===== config.mk =====
export PLATFORM = sky130hd
export DESIGN_NAME = serial_slt_unit
export DESIGN_NICKNAME = d
export VERILOG_FILES = /design/src/rtl/alu_pkg.sv /design/src/rtl/serial_slt_unit_cell.sv /design/src/rtl/serial_slt_unit.sv
export SDC_FILE = /design/constraint.sdc
export NUM_CORES = 1
export LEC_CHECK = 0
export CAP_MARGIN = 5
export CORE_MARGIN = 1
export CORE_UTILIZATION = 47
export DETAILED_ROUTE_END_ITERATION = 10
export PLACE_DENSITY = 0.92
export SYNTH_ARGS = -nofsm -noshare
export SYNTH_HDL_FRONTEND = slang
export SYNTH_SLANG_ARGS = --single-unit

===== constraint.sdc =====
create_clock -name clk -period 3.1 [get_ports clk]
set_clock_uncertainty 0.05 [all_clocks]
set_input_delay 0.465 -clock clk [delete_from_list [all_inputs] [get_ports clk]]
set_output_delay 0.465 -clock clk [all_outputs]
set_load 0.01 [all_outputs]

===== src/rtl/alu_pkg.sv =====
// Shared definitions for the serial comparator: FSM state encoding and default width.
package alu_pkg;

  localparam int ALU_WIDTH = 32;

  typedef enum logic [1:0] {
    IDLE = 2'd0,
    RUN  = 2'd1,
    DONE = 2'd2
  } slt_state_e;

endpackage


===== src/rtl/serial_slt_unit_cell.sv =====
// One-bit less-than cell: folds one bit pair into the running lt-carry, LSB first.
module serial_slt_unit_cell (
  input  logic RS,
  input  logic RT,
  input  logic ltc,
  output logic RD
);

  // A higher bit decides on its own unless the two bits are equal.
  assign RD = (RT & ~RS) | (~(RS ^ RT) & ltc);

endmodule


===== src/rtl/serial_slt_unit.sv =====
// Bit-serial SLT/SLTU: one operand bit per cycle, fixed WIDTH-cycle latency, registered outputs.
module serial_slt_unit
  import alu_pkg::*;
#(
  parameter int WIDTH = ALU_WIDTH
) (
  input  logic             clk,
  input  logic             reset,
  input  logic             start,
  input  logic             is_signed,
  input  logic             flush,
  input  logic [WIDTH-1:0] RS,
  input  logic [WIDTH-1:0] RT,
  output logic             busy,
  output logic             done,
  output logic [WIDTH-1:0] RD
);

  localparam int IW = (WIDTH > 1) ? $clog2(WIDTH) : 1;

  slt_state_e       state_q, state_d;
  logic [WIDTH-1:0] rs_q, rs_d, rt_q, rt_d, rd_q, rd_d;
  logic [IW-1:0]    idx_q, idx_d;
  logic             sgn_q, sgn_d, ltc_q, ltc_d;

  logic last, swap, rs_bit, rt_bit, cell_rs, cell_rt, ltc_nx, accept;

  assign last   = (idx_q == IW'(WIDTH - 1));
  assign rs_bit = rs_q[idx_q];
  assign rt_bit = rt_q[idx_q];
  // Swapping the sign bits turns the unsigned recurrence into a two's complement compare.
  assign swap    = last & sgn_q;
  assign cell_rs = swap ? rt_bit : rs_bit;
  assign cell_rt = swap ? rs_bit : rt_bit;

  serial_slt_unit_cell u_cell (
    .RS  (cell_rs),
    .RT  (cell_rt),
    .ltc (ltc_q),
    .RD  (ltc_nx)
  );

  assign accept = start & ~flush;

  always_comb begin
    state_d = state_q;
    rs_d    = rs_q;
    rt_d    = rt_q;
    sgn_d   = sgn_q;
    ltc_d   = ltc_q;
    idx_d   = idx_q;
    rd_d    = rd_q;
    case (state_q)
      RUN: begin
        if (flush) begin
          state_d = IDLE;
          idx_d   = '0;
        end else begin
          ltc_d = ltc_nx;
          if (last) begin
            state_d = DONE;
            idx_d   = '0;
            rd_d    = {{(WIDTH-1){1'b0}}, ltc_nx};
          end else begin
            idx_d = idx_q + 1'b1;
          end
        end
      end
      default: begin
        // IDLE and DONE both accept a new request; DONE otherwise falls back to IDLE.
        state_d = IDLE;
        if (accept) begin
          state_d = RUN;
          rs_d    = RS;
          rt_d    = RT;
          sgn_d   = is_signed;
          ltc_d   = 1'b0;
          idx_d   = '0;
        end
      end
    endcase
  end

  always_ff @(posedge clk) begin
    if (reset) begin
      state_q <= IDLE;
      rs_q    <= '0;
      rt_q    <= '0;
      sgn_q   <= 1'b0;
      ltc_q   <= 1'b0;
      idx_q   <= '0;
      rd_q    <= '0;
    end else begin
      state_q <= state_d;
      rs_q    <= rs_d;
      rt_q    <= rt_d;
      sgn_q   <= sgn_d;
      ltc_q   <= ltc_d;
      idx_q   <= idx_d;
      rd_q    <= rd_d;
    end
  end

  assign busy = (state_q == RUN);
  assign done = (state_q == DONE);
  assign RD   = rd_q;

endmodule

==> results of run 1 <==
-- how the worst min path moves through the flow --
stage,start,endpoint,slack [ps],cells after the start
finish,rs_q[14],rs_q[14],410,2
global placement,rt_q[14],rt_q[14],390,2
detailed placement,rs_q[30],rs_q[30],400,2
floorplan,rs_q[13],rs_q[13],380,2
CTS,rs_q[12],rs_q[12],410,2
global route,rt_q[19],rt_q[19],430,2
-- where the power goes --
| part | internal, mW | switching [mW] |
|---|---|---|
| registers | 0.991 | 0.0237 |
| clock network | 0.373 | 0.359 |
| logic | 0.125 | 0.117 |
| total | 1.49 | 0.500 |
-- cell type report --
type,instances,area (um2),area share
Inverter,3,11.3,0.00263
Clock inverter,6,67.6,0.0158
Clock buffer,10,128,0.0298
Tap cell,96,120,0.0281
Multi-Input combinational cell,315,1700,0.398
Timing Repair Buffer,76,768,0.180
Sequential cell,74,1480,0.346
-- registers in the layout, summed over array words and instances (netlist names) --
register,cells
ltc_q,1
sgn_q,1
rs_q,32
RD,1
idx_q,5
state_q,2
rt_q,32
-- synthesized netlist by cell type (3+ instances only) --
cell type                    n  share of area
sky130_fd_sc_hd__o21ai_0     8          0.012
sky130_fd_sc_hd__dfxtp_1    74           0.43
sky130_fd_sc_hd__buf_1       9         0.0098
sky130_fd_sc_hd__mux4_2      6          0.039
sky130_fd_sc_hd__clkbuf_1   12          0.013
sky130_fd_sc_hd__buf_2       3         0.0044
sky130_fd_sc_hd__nand2_1   135           0.15
sky130_fd_sc_hd__buf_6       3         0.0098
sky130_fd_sc_hd__a21oi_1    71           0.10
sky130_fd_sc_hd__nor2b_1     4         0.0073
sky130_fd_sc_hd__ha_1        3          0.011
sky130_fd_sc_hd__inv_1       3         0.0033
sky130_fd_sc_hd__mux2i_1    17          0.049
sky130_fd_sc_hd__a22oi_1     4         0.0087
sky130_fd_sc_hd__nor2_1      9         0.0098
sky130_fd_sc_hd__a221oi_1    4          0.010
sky130_fd_sc_hd__buf_4      32          0.070
-- metal layers --
layer	vias up	wire length, um	track usage
li1	1471	-	-
met1	1369	3220	0.252
met2	118	3790	0.376
met3	9	510	0.0688
met4	0	86	0.0805
met5	-	0	0
-- cells by family (layout without fill, tap and decap cells) --
logic type / Yosys count / in the layout / synth area share
AND/OR/NAND/NOR: 160 / 160 / 0.190
AO/OA/AOI/OAI: 95 / 95 / 0.151
flip-flops: 74 / 74 / 0.430
buffers and inverters: 62 / 95 / 0.110
multiplexers: 26 / 26 / 0.107
adder cells (fa/ha/maj): 3 / 3 / 0.0109
other: 1 / 31 / 0.00109
-- worst max-delay path, cell delays in order (launching register included) --
cell                       delay, ps
sky130_fd_sc_hd__dfxtp_1         910
sky130_fd_sc_hd__nand3b_1        280
sky130_fd_sc_hd__o221ai_1        150
sky130_fd_sc_hd__a31oi_1         250
sky130_fd_sc_hd__a22oi_1         160
sky130_fd_sc_hd__mux2_2          280
sky130_fd_sc_hd__ha_1            270
sky130_fd_sc_hd__nand2_1          60
sky130_fd_sc_hd__nor3b_1         130
sky130_fd_sc_hd__nor3_1          200
-- metrics by stage --
| stage | setup WS [ps] | instance area [um2] | hold WS (ps) | util |
|---|---|---|---|---|
| 2_1_floorplan | 799 | 3560 | 382 | - |
| 3_3_place_gp | 511 | 4080 | 390 | 0.588 |
| 3_5_place_dp | 359 | 4080 | 398 | 0.588 |
| 4_1_cts | 315 | 4280 | 411 | 0.616 |
| 5_1_grt | 88.8 | 4280 | 428 | 0.616 |
| 6_report | 256 | 4280 | 411 | 0.616 |
==> flow_results.xml, run 1 <==
<?xml version="1.0" encoding="UTF-8"?>
<metrics>
  <group name="global_routing">
    <metric name="grt_antenna_before_repair" unit="">0</metric>
    <metric name="grt_pass1_vias" unit="">2850</metric>
    <metric name="grt_use_total" unit="">0.217</metric>
    <metric name="grt_pass1_wl" unit="um">12600</metric>
    <metric name="largest_net_degree_at_the_start_of_global_routing" unit="">51</metric>
    <metric name="total_global_routing_overflow" unit="">0</metric>
  </group>
  <group name="synthesis">
    <metric name="synth_edf_count" unit="">0</metric>
    <metric name="syn-instance-count" unit="">421</metric>
    <metric name="yosysWarningCount" unit="">0</metric>
    <metric name="async_flop_share" unit="">0</metric>
    <metric name="syn_area_per_cell" unit="um2">8.18</metric>
    <metric name="postSynthRegisterBits" unit="">74</metric>
    <metric name="ys.flop_type" unit="">sky130_fd_sc_hd__dfxtp_1</metric>
    <metric name="syn_area" unit="um2">3450</metric>
    <metric name="distinct_cell_type_count_of_the_synthesized_netlist" unit="">35</metric>
    <metric name="synth_sequential_area_ratio" unit="">0.430</metric>
  </group>
  <group name="drt">
    <metric name="postRouteWirelength" unit="um">7620</metric>
    <metric name="route.detailed.vias_per_inst" unit="">5.12</metric>
    <metric name="final_antenna_net_count" unit="">0</metric>
    <metric name="first_iter_violations" unit="">223</metric>
    <metric name="detail_route.drc_violations" unit="">0</metric>
    <metric name="vias" unit="">2967</metric>
    <metric name="wl_per_cell" unit="um">13.1</metric>
    <metric name="initial_drt_pass_iterations" unit="">6</metric>
  </group>
  <group name="cts">
    <metric name="clk_root_buffer_cell" unit="">sky130_fd_sc_hd__clkbuf_8</metric>
    <metric name="cts-htree-levels" unit="">3</metric>
    <metric name="ctsResizeCount" unit="">0</metric>
    <metric name="clk_latency" unit="ps">350</metric>
    <metric name="cts.hold.buffers_added" unit="">0</metric>
    <metric name="clk_path_buf_depth" unit="">2</metric>
    <metric name="worst_setup_hold_path_clk_slew" unit="ps">80</metric>
    <metric name="clock_tree_from_tritoncts" unit="">built</metric>
    <metric name="number_of_buffers_created_by_cts" unit="">9</metric>
    <metric name="cts_post_setup_buffers_inserted" unit="">0</metric>
    <metric name="clock_sinks" unit="">74</metric>
  </group>
  <group name="worst_setup_path">
    <metric name="reg2reg_setup_slack" unit="ps">260</metric>
    <metric name="cp_data_required_time" unit="ps">3300</metric>
    <metric name="startpoint" unit="">idx_q[2]</metric>
    <metric name="worst_setup_path_endpoint" unit="">RD[0]</metric>
    <metric name="critPathMaxFanout" unit="">22</metric>
    <metric name="criticalPathCategory" unit="">flop to flop</metric>
    <metric name="crit-reg2reg-capture" unit="">RD[0]</metric>
    <metric name="cp.arrival" unit="ps">3050</metric>
    <metric name="timing.rr.start" unit="">idx_q[2]</metric>
    <metric name="r2r.worst_path.cells" unit="">9</metric>
    <metric name="worst_setup_path_start_kind" unit="">flop</metric>
    <metric name="worst_setup_path_end_kind" unit="">flop</metric>
  </group>
  <group name="placed_design">
    <metric name="routabilityCongestion" unit="">0.872</metric>
    <metric name="placement.io_buffers" unit="">71</metric>
    <metric name="dp.final_hpwl" unit="um">5510</metric>
    <metric name="place.detailed.instances" unit="">564</metric>
  </group>
  <group name="layout">
    <metric name="layout_commonest_cell" unit="">sky130_fd_sc_hd__nand2_1</metric>
    <metric name="final_non_filler_cells" unit="">580</metric>
    <metric name="post_route_cells_drive_above_1_share" unit="">0.0682</metric>
    <metric name="synthToLayoutAreaGrowth" unit="%">24.1</metric>
    <metric name="num-nets-final" unit="">551</metric>
    <metric name="antenna_cells_inserted" unit="">0</metric>
    <metric name="most-common-layout-cells" unit="">134 x sky130_fd_sc_hd__nand2_1, 74 x sky130_fd_sc_hd__dfxtp_1, 71 x sky130_fd_sc_hd__a21oi_1</metric>
    <metric name="final.fill_count" unit="">589</metric>
  </group>
  <group name="power_and_ir_drop">
    <metric name="ir_worst_vdd" unit="mV">0.287</metric>
    <metric name="leakage" unit="nW">1.55</metric>
    <metric name="p_total" unit="mW">1.99</metric>
    <metric name="power-per-cell-area" unit="nW/um2">465</metric>
  </group>
  <group name="timing">
    <metric name="fin_crit_sh" unit="">0.917</metric>
    <metric name="timing_max_transition_violations_final" unit="">0</metric>
    <metric name="shortest_period_the_worst_path_allows" unit="ps">2840</metric>
    <metric name="timing.final.setup_violations" unit="">0</metric>
    <metric name="maxSlewHeadroom" unit="">0.405</metric>
    <metric name="finalSetupTns" unit="ps">0</metric>
    <metric name="maxClockFrequency" unit="MHz">352</metric>
    <metric name="unrepaired_setup_endpoints_after_global_routing" unit="">no</metric>
    <metric name="transition_time_at_the_pin_with_the_least_slew_margin" unit="ps">892</metric>
    <metric name="finalHoldViolations" unit="">0</metric>
  </group>
  <group name="die">
    <metric name="design.die.area" unit="um2">7680</metric>
    <metric name="core_region_area" unit="um2">6940</metric>
    <metric name="start_util" unit="">0.496</metric>
    <metric name="count_of_standard_cell_rows" unit="">30</metric>
    <metric name="die_w" unit="um">87.6</metric>
    <metric name="pin_count" unit="">103</metric>
    <metric name="dieHeight" unit="um">87.6</metric>
  </group>
  <group name="job">
    <metric name="cap_violations" unit="">0</metric>
  </group>
  <group name="worst_hold_path">
    <metric name="hold_path_class" unit="">flop to flop</metric>
  </group>
  <group name="run_status">
    <metric name="outcome" unit="">completed</metric>
  </group>
</metrics>
Note: power is estimated with default switching activity, not from simulation.
==> run 2, diff against run 1 <==
--- a/config.mk
+++ b/config.mk
@@ -9,7 +9,8 @@
 export CORE_MARGIN = 1
 export CORE_UTILIZATION = 47
 export DETAILED_ROUTE_END_ITERATION = 10
-export PLACE_DENSITY = 0.92
+export GPL_TIMING_DRIVEN = 0
+export PLACE_DENSITY = 0.88
 export SYNTH_ARGS = -nofsm -noshare
 export SYNTH_HDL_FRONTEND = slang
 export SYNTH_SLANG_ARGS = --single-unit
==> flow_results.xml, run 2 (synthesis gave the netlist of run 1 again) <==
<?xml version="1.0" encoding="UTF-8"?>
<metrics>
  <group name="run_status">
    <metric name="outcome" unit="">completed</metric>
  </group>
  <group name="power_and_ir_drop">
    <metric name="power-per-cell-area" unit="nW/um2">445</metric>
    <metric name="leakage" unit="nW">1.75</metric>
    <metric name="ir_worst_vdd" unit="mV">0.231</metric>
  </group>
  <group name="job">
    <metric name="cap_violations" unit="">0</metric>
  </group>
  <group name="layout">
    <metric name="num-nets-final" unit="">604</metric>
    <metric name="postLayoutCoreUtil" unit="">0.658</metric>
    <metric name="final_non_filler_cells" unit="">633</metric>
    <metric name="post_route_cells_drive_above_1_share" unit="">0.119</metric>
    <metric name="antenna_cells_inserted" unit="">0</metric>
    <metric name="layout_commonest_cell" unit="">sky130_fd_sc_hd__nand2_1</metric>
    <metric name="synthToLayoutAreaGrowth" unit="%">32.7</metric>
    <metric name="reg_top3" unit="">rs_q (32), rt_q (32), idx_q (5)</metric>
    <metric name="most-common-layout-cells" unit="">135 x sky130_fd_sc_hd__nand2_1, 74 x sky130_fd_sc_hd__dfxtp_1, 71 x sky130_fd_sc_hd__a21oi_1</metric>
  </group>
  <group name="worst_setup_path">
    <metric name="worst_setup_path_end_kind" unit="">flop</metric>
    <metric name="cp.arrival" unit="ps">2830</metric>
    <metric name="worst_setup_path_start_kind" unit="">flop</metric>
    <metric name="critPathMaxFanout" unit="">4</metric>
    <metric name="cp_data_required_time" unit="ps">3280</metric>
    <metric name="criticalPathCategory" unit="">flop to flop</metric>
  </group>
  <group name="die">
    <metric name="core_region_area" unit="um2">6940</metric>
    <metric name="die_w" unit="um">87.6</metric>
    <metric name="start_util" unit="">0.496</metric>
    <metric name="design.die.area" unit="um2">7680</metric>
    <metric name="pin_count" unit="">103</metric>
    <metric name="dieHeight" unit="um">87.6</metric>
    <metric name="count_of_standard_cell_rows" unit="">30</metric>
  </group>
  <group name="worst_hold_path">
    <metric name="hold_path_class" unit="">flop to flop</metric>
  </group>
  <group name="timing">
    <metric name="unrepaired_setup_endpoints_after_global_routing" unit="">no</metric>
    <metric name="maxSlewHeadroom" unit="">0.649</metric>
    <metric name="transition_time_at_the_pin_with_the_least_slew_margin" unit="ps">526</metric>
    <metric name="finalHoldViolations" unit="">0</metric>
    <metric name="shortest_period_the_worst_path_allows" unit="ps">2650</metric>
    <metric name="finalSetupTns" unit="ps">0</metric>
    <metric name="fin_crit_sh" unit="">0.856</metric>
    <metric name="maxClockFrequency" unit="MHz">377</metric>
    <metric name="timing.final.setup_violations" unit="">0</metric>
    <metric name="timing_max_transition_violations_final" unit="">0</metric>
  </group>
  <group name="drt">
    <metric name="postRouteWirelength" unit="um">8550</metric>
    <metric name="vias" unit="">3243</metric>
    <metric name="wl_per_cell" unit="um">13.5</metric>
    <metric name="final_antenna_net_count" unit="">0</metric>
    <metric name="first_iter_violations" unit="">258</metric>
    <metric name="route.detailed.vias_per_inst" unit="">5.12</metric>
    <metric name="initial_drt_pass_iterations" unit="">5</metric>
    <metric name="detail_route.drc_violations" unit="">0</metric>
  </group>
  <group name="cts">
    <metric name="ctsResizeCount" unit="">0</metric>
    <metric name="clock_tree_from_tritoncts" unit="">built</metric>
    <metric name="clk_root_buffer_cell" unit="">sky130_fd_sc_hd__clkbuf_8</metric>
    <metric name="cts_post_setup_buffers_inserted" unit="">0</metric>
    <metric name="cts.hold.buffers_added" unit="">0</metric>
    <metric name="clk_latency" unit="ps">350</metric>
    <metric name="clock_sinks" unit="">74</metric>
    <metric name="clk_path_buf_depth" unit="">2</metric>
    <metric name="worst_setup_hold_path_clk_slew" unit="ps">80</metric>
    <metric name="cts-htree-levels" unit="">3</metric>
    <metric name="number_of_buffers_created_by_cts" unit="">9</metric>
  </group>
  <group name="placed_design">
    <metric name="placement.io_buffers" unit="">70</metric>
    <metric name="dp.final_hpwl" unit="um">6410</metric>
    <metric name="place.detailed.instances" unit="">617</metric>
    <metric name="routabilityCongestion" unit="">0.851</metric>
  </group>
  <group name="global_routing">
    <metric name="total_global_routing_overflow" unit="">0</metric>
    <metric name="largest_net_degree_at_the_start_of_global_routing" unit="">14</metric>
    <metric name="grt_antenna_before_repair" unit="">0</metric>
    <metric name="grt_use_total" unit="">0.233</metric>
    <metric name="grt_pass1_wl" unit="um">13600</metric>
    <metric name="grt_pass1_vias" unit="">3108</metric>
  </group>
</metrics>
==> run 2: changes by cell type in the layout (fill, tap and decap cells not counted), sizes merged <==
| cell | delta |
|---|---|
| buf | +41 |
| clkbuf | +11 |
| inv | +1 |
==> run 2: where the power goes <==
| part | leakage, nW | internal (mW) | switching, mW | total (mW) |
|---|---|---|---|---|
| Combinational | 1.05 | 0.152 | 0.129 | 0.281 |
| Clock | 0.0954 | 0.370 | 0.369 | 0.739 |
| Sequential | 0.603 | 0.991 | 0.0229 | 1.01 |
==> run 2: final timing paths <==
check	startpoint	end	slack (ps)	depth (start not counted)
setup / recovery	idx_q[0]	RD[0]	450	8
hold / removal	rt_q[11]	rt_q[11]	410	2
setup reg to reg	idx_q[0]	RD[0]	450	8
hold reg to reg	rt_q[11]	rt_q[11]	410	2
==> run 2: area by class of cell <==
| cell class | instances | area [um2] |
|---|---|---|
| multi-input combinational | 315 | 1700 |
| inverter | 3 | 11.3 |
| fill | 569 | 2370 |
| buffer | 59 | 368 |
| sequential | 74 | 1480 |
| timing repair buffer | 70 | 701 |
| clock inverter | 7 | 68.8 |
| tap | 96 | 120 |
| clock buffer | 9 | 124 |
==> run 2: critical path, stage by stage, from the launching register on <==
cell                       delay (ps)
sky130_fd_sc_hd__dfxtp_1          490
sky130_fd_sc_hd__mux4_1           630
sky130_fd_sc_hd__a311oi_1         300
sky130_fd_sc_hd__a22oi_1          150
sky130_fd_sc_hd__mux2_2           290
sky130_fd_sc_hd__ha_1             290
sky130_fd_sc_hd__nand2_1           80
sky130_fd_sc_hd__nor3b_1          180
sky130_fd_sc_hd__nor3_1            60
==> run 2: per-layer routing <==
layer / track usage / part of all wire / vias to the layer above
met5: 0 / 0 / -
met4: 0.146 / 0.029 / 0
met3: 0.0434 / 0.059 / 34
met2: 0.389 / 0.50 / 151
met1: 0.278 / 0.42 / 1472
li1: - / - / 1586
==> run 2: through the flow <==
| stage | hold WS, ps | total power, mW | worst slack, ps | instance area, um2 |
|---|---|---|---|---|
| after global routing | 426 | 2.11 | 280 | 4570 |
| after detailed placement | 397 | 1.31 | 486 | 4380 |
| after global placement | 390 | 1.30 | 519 | 4380 |
| after floorplan | 382 | 1.19 | 799 | 3560 |
| after CTS | 407 | 2.03 | 477 | 4570 |
| final | 407 | 2.03 | 446 | 4570 |
==> RTL change, RTL diff (flow settings as in run 2) <==
Re-encode `slt_state_e` (3 states) as one-hot, 3 bits wide.
--- a/src/rtl/alu_pkg.sv
+++ b/src/rtl/alu_pkg.sv
@@ -3,10 +3,10 @@
 
   localparam int ALU_WIDTH = 32;
 
-  typedef enum logic [1:0] {
-    IDLE = 2'd0,
-    RUN  = 2'd1,
-    DONE = 2'd2
+  typedef enum logic [2:0] {
+    IDLE = 3'b001,
+    RUN  = 3'b010,
+    DONE = 3'b100
   } slt_state_e;
 
 endpackage
Behaviour: no difference found for any inputs over 10 cycles, from zero or initial values and one cycle with reset high; not proved beyond that.
==> RTL change against run 2 <==
  * Routed wire length down 1.9%
  * Clock power down 2%
  * Total power down 0.95%
  * Die area up 1.5%
  * Worst setup slack worse by 0.15 ns
  * Largest cell class unchanged
  * Sequential cell count up 1
  * Area after synthesis up 1.6%
  * Critical path type unchanged
  * Highest routed layer unchanged
  * Design area up 1.1%
==> RTL change: results (changes against run 2) <==
{| class="wikitable"
! Metric !! Value
|-
| Clock share of power || 0.360 (-0.003)
|-
| Worst path max stage delay || 0.44 ns (-0.19 ns)
|-
| Global-route wire length before repair || 13260 microns (-2.7%)
|-
| Arithmetic-cell share of the synthesized area counting full adders, half adders and majority gates || 0.01073 (-0.0001675)
|-
| Routability congestion estimate from global placement || 0.8673 (+2.0%)
|-
| Non-filler cells in the finished layout || 634 (+0.16%)
|-
| Distinct cell type count of the synthesized netlist || 38 (+8.6%)
|-
| Worst-case reg-to-reg path depth || 11 (+3)
|-
| HPWL reported at the end of detailed placement || 6377 microns (-0.57%)
|-
| Vias in the first global route || 2926 (-5.9%)
|-
| Cells after Synth || 419 (-0.48%)
|-
| Number of detailed-routing iterations run before antenna repair || 4 (-1)
|-
| Fraction of the mapped netlist area in compound gates || 0.1509 (-0.0001771)
|-
| Status || complete, no violations
|-
| Area post-placement || 4437 sq um (+1.3%)
|-
| Fraction of final layout cells with drive strength greater than 1 || 0.1290 (+0.009791)
|-
| Register area share after synthesis || 0.4290 (-0.0008890)
|-
| Cell with the biggest individual delay on the critical path || sky130_fd_sc_hd__dfxtp_1
|-
| Maximum ir drop on the vdd rail || 0.0002824 V (+22%)
|-
| Switching Fraction || 0.2447 (-0.01169)
|-
| Placement Setup Slack || 0.3337 ns (-0.1527 ns)
|-
| Net count of the finished layout || 602 (-0.33%)
|-
| Multiplexer fraction of the synthesized cell area || 0.1055 (-0.001647)
|-
| Vias post-DR || 3139 (-3.2%)
|-
| Top cell types by occurrence after synthesis || sky130_fd_sc_hd__nand2_1 (132), sky130_fd_sc_hd__dfxtp_1 (75), sky130_fd_sc_hd__a21oi_1 (70)
|-
| Worst slew margin relative to its limit || 0.5950 (-0.05398)
|-
| FILL cells || 637 (+12%)
|-
| Number of placed instances, taps included || 618 (+0.16%)
|-
| Pin count of the biggest net entering global routing || 13 (-1)
|-
| Data arrival time of the worst path || 2.98 ns (+0.15 ns)
|-
| Logic power comb || 0.266 mW (-5%)
|-
| Largest fanout on the critical path || 10 (+6)
|-
| Initial antenna violation count || 0 (unchanged)
|-
| Detailed-route wire length per cell || 13.22 microns (-2.1%)
|-
| Top area cells in the synthesized netlist || sky130_fd_sc_hd__dfxtp_1 (43%), sky130_fd_sc_hd__nand2_1 (14%), sky130_fd_sc_hd__a21oi_1 (10%)
|-
| Leakage dissipation || 1.777 nW (+1.6%)
|}
[RTL change: cell count changes in the layout (fill, tap and decap cells not counted), sizes merged, moves of 2 or more]
cell and delta:
buf -2, o21ai -2, clkbuf +4, inv -3, nand2 -3, clkinvlp -2
[RTL change: cell type report]
class	count	area [sq um]	share of cell area
buffer	59	387.9	0.08392
clock inverter	5	53.80	0.01164
clock buffer	11	131.4	0.02842
inverter	1	3.754	0.0008121
multi-input combinational	314	1719	0.3720
tap	99	123.9	0.02680
timing repair buffer	70	700.7	0.1516
sequential	75	1501	0.3249
[RTL change: cell families (layout without fill, tap and decap cells)]
kind of cell,after synthesis,in the layout
adder cells (fa/ha/maj),3,3
AND/OR/NAND/NOR,159,159
multiplexers,26,26
other,1,31
buffers and inverters,60,146
AO/OA/AOI/OAI,95,95
flip-flops,75,75
[RTL change: path summary, 6_finish.rpt]
check                                to  slack, ns             startpoint
setup / recovery     ltc_q$_SDFFE_PP0P_       0.29  idx_q[1]$_SDFFE_PP0P_
hold / removal    rt_q[11]$_SDFFE_PP0P_       0.40  rt_q[11]$_SDFFE_PP0P_
setup reg to reg     ltc_q$_SDFFE_PP0P_       0.29  idx_q[1]$_SDFFE_PP0P_
hold reg to reg   rt_q[11]$_SDFFE_PP0P_       0.40  rt_q[11]$_SDFFE_PP0P_
[RTL change: layer usage]
metal / GRT usage / vias up / routed length, microns
met3: 0.05504 / 14 / 580
li1: - / 1582 / -
met1: 0.2676 / 1425 / 3454
met5: 0 / - / 0
met2: 0.4035 / 118 / 4202
met4: 0.07918 / 0 / 146
[RTL change: worst max-delay path: cells and delay by family (launching register included)]
family	cells	cell delay, ns
adders and majority gates	1	0.31
DFF	1	0.44
AOI/OAI and AO/OA	5	0.91
buffers and inverters	2	0.40
and+or+nand+nor	1	0.05
muxes	2	0.50
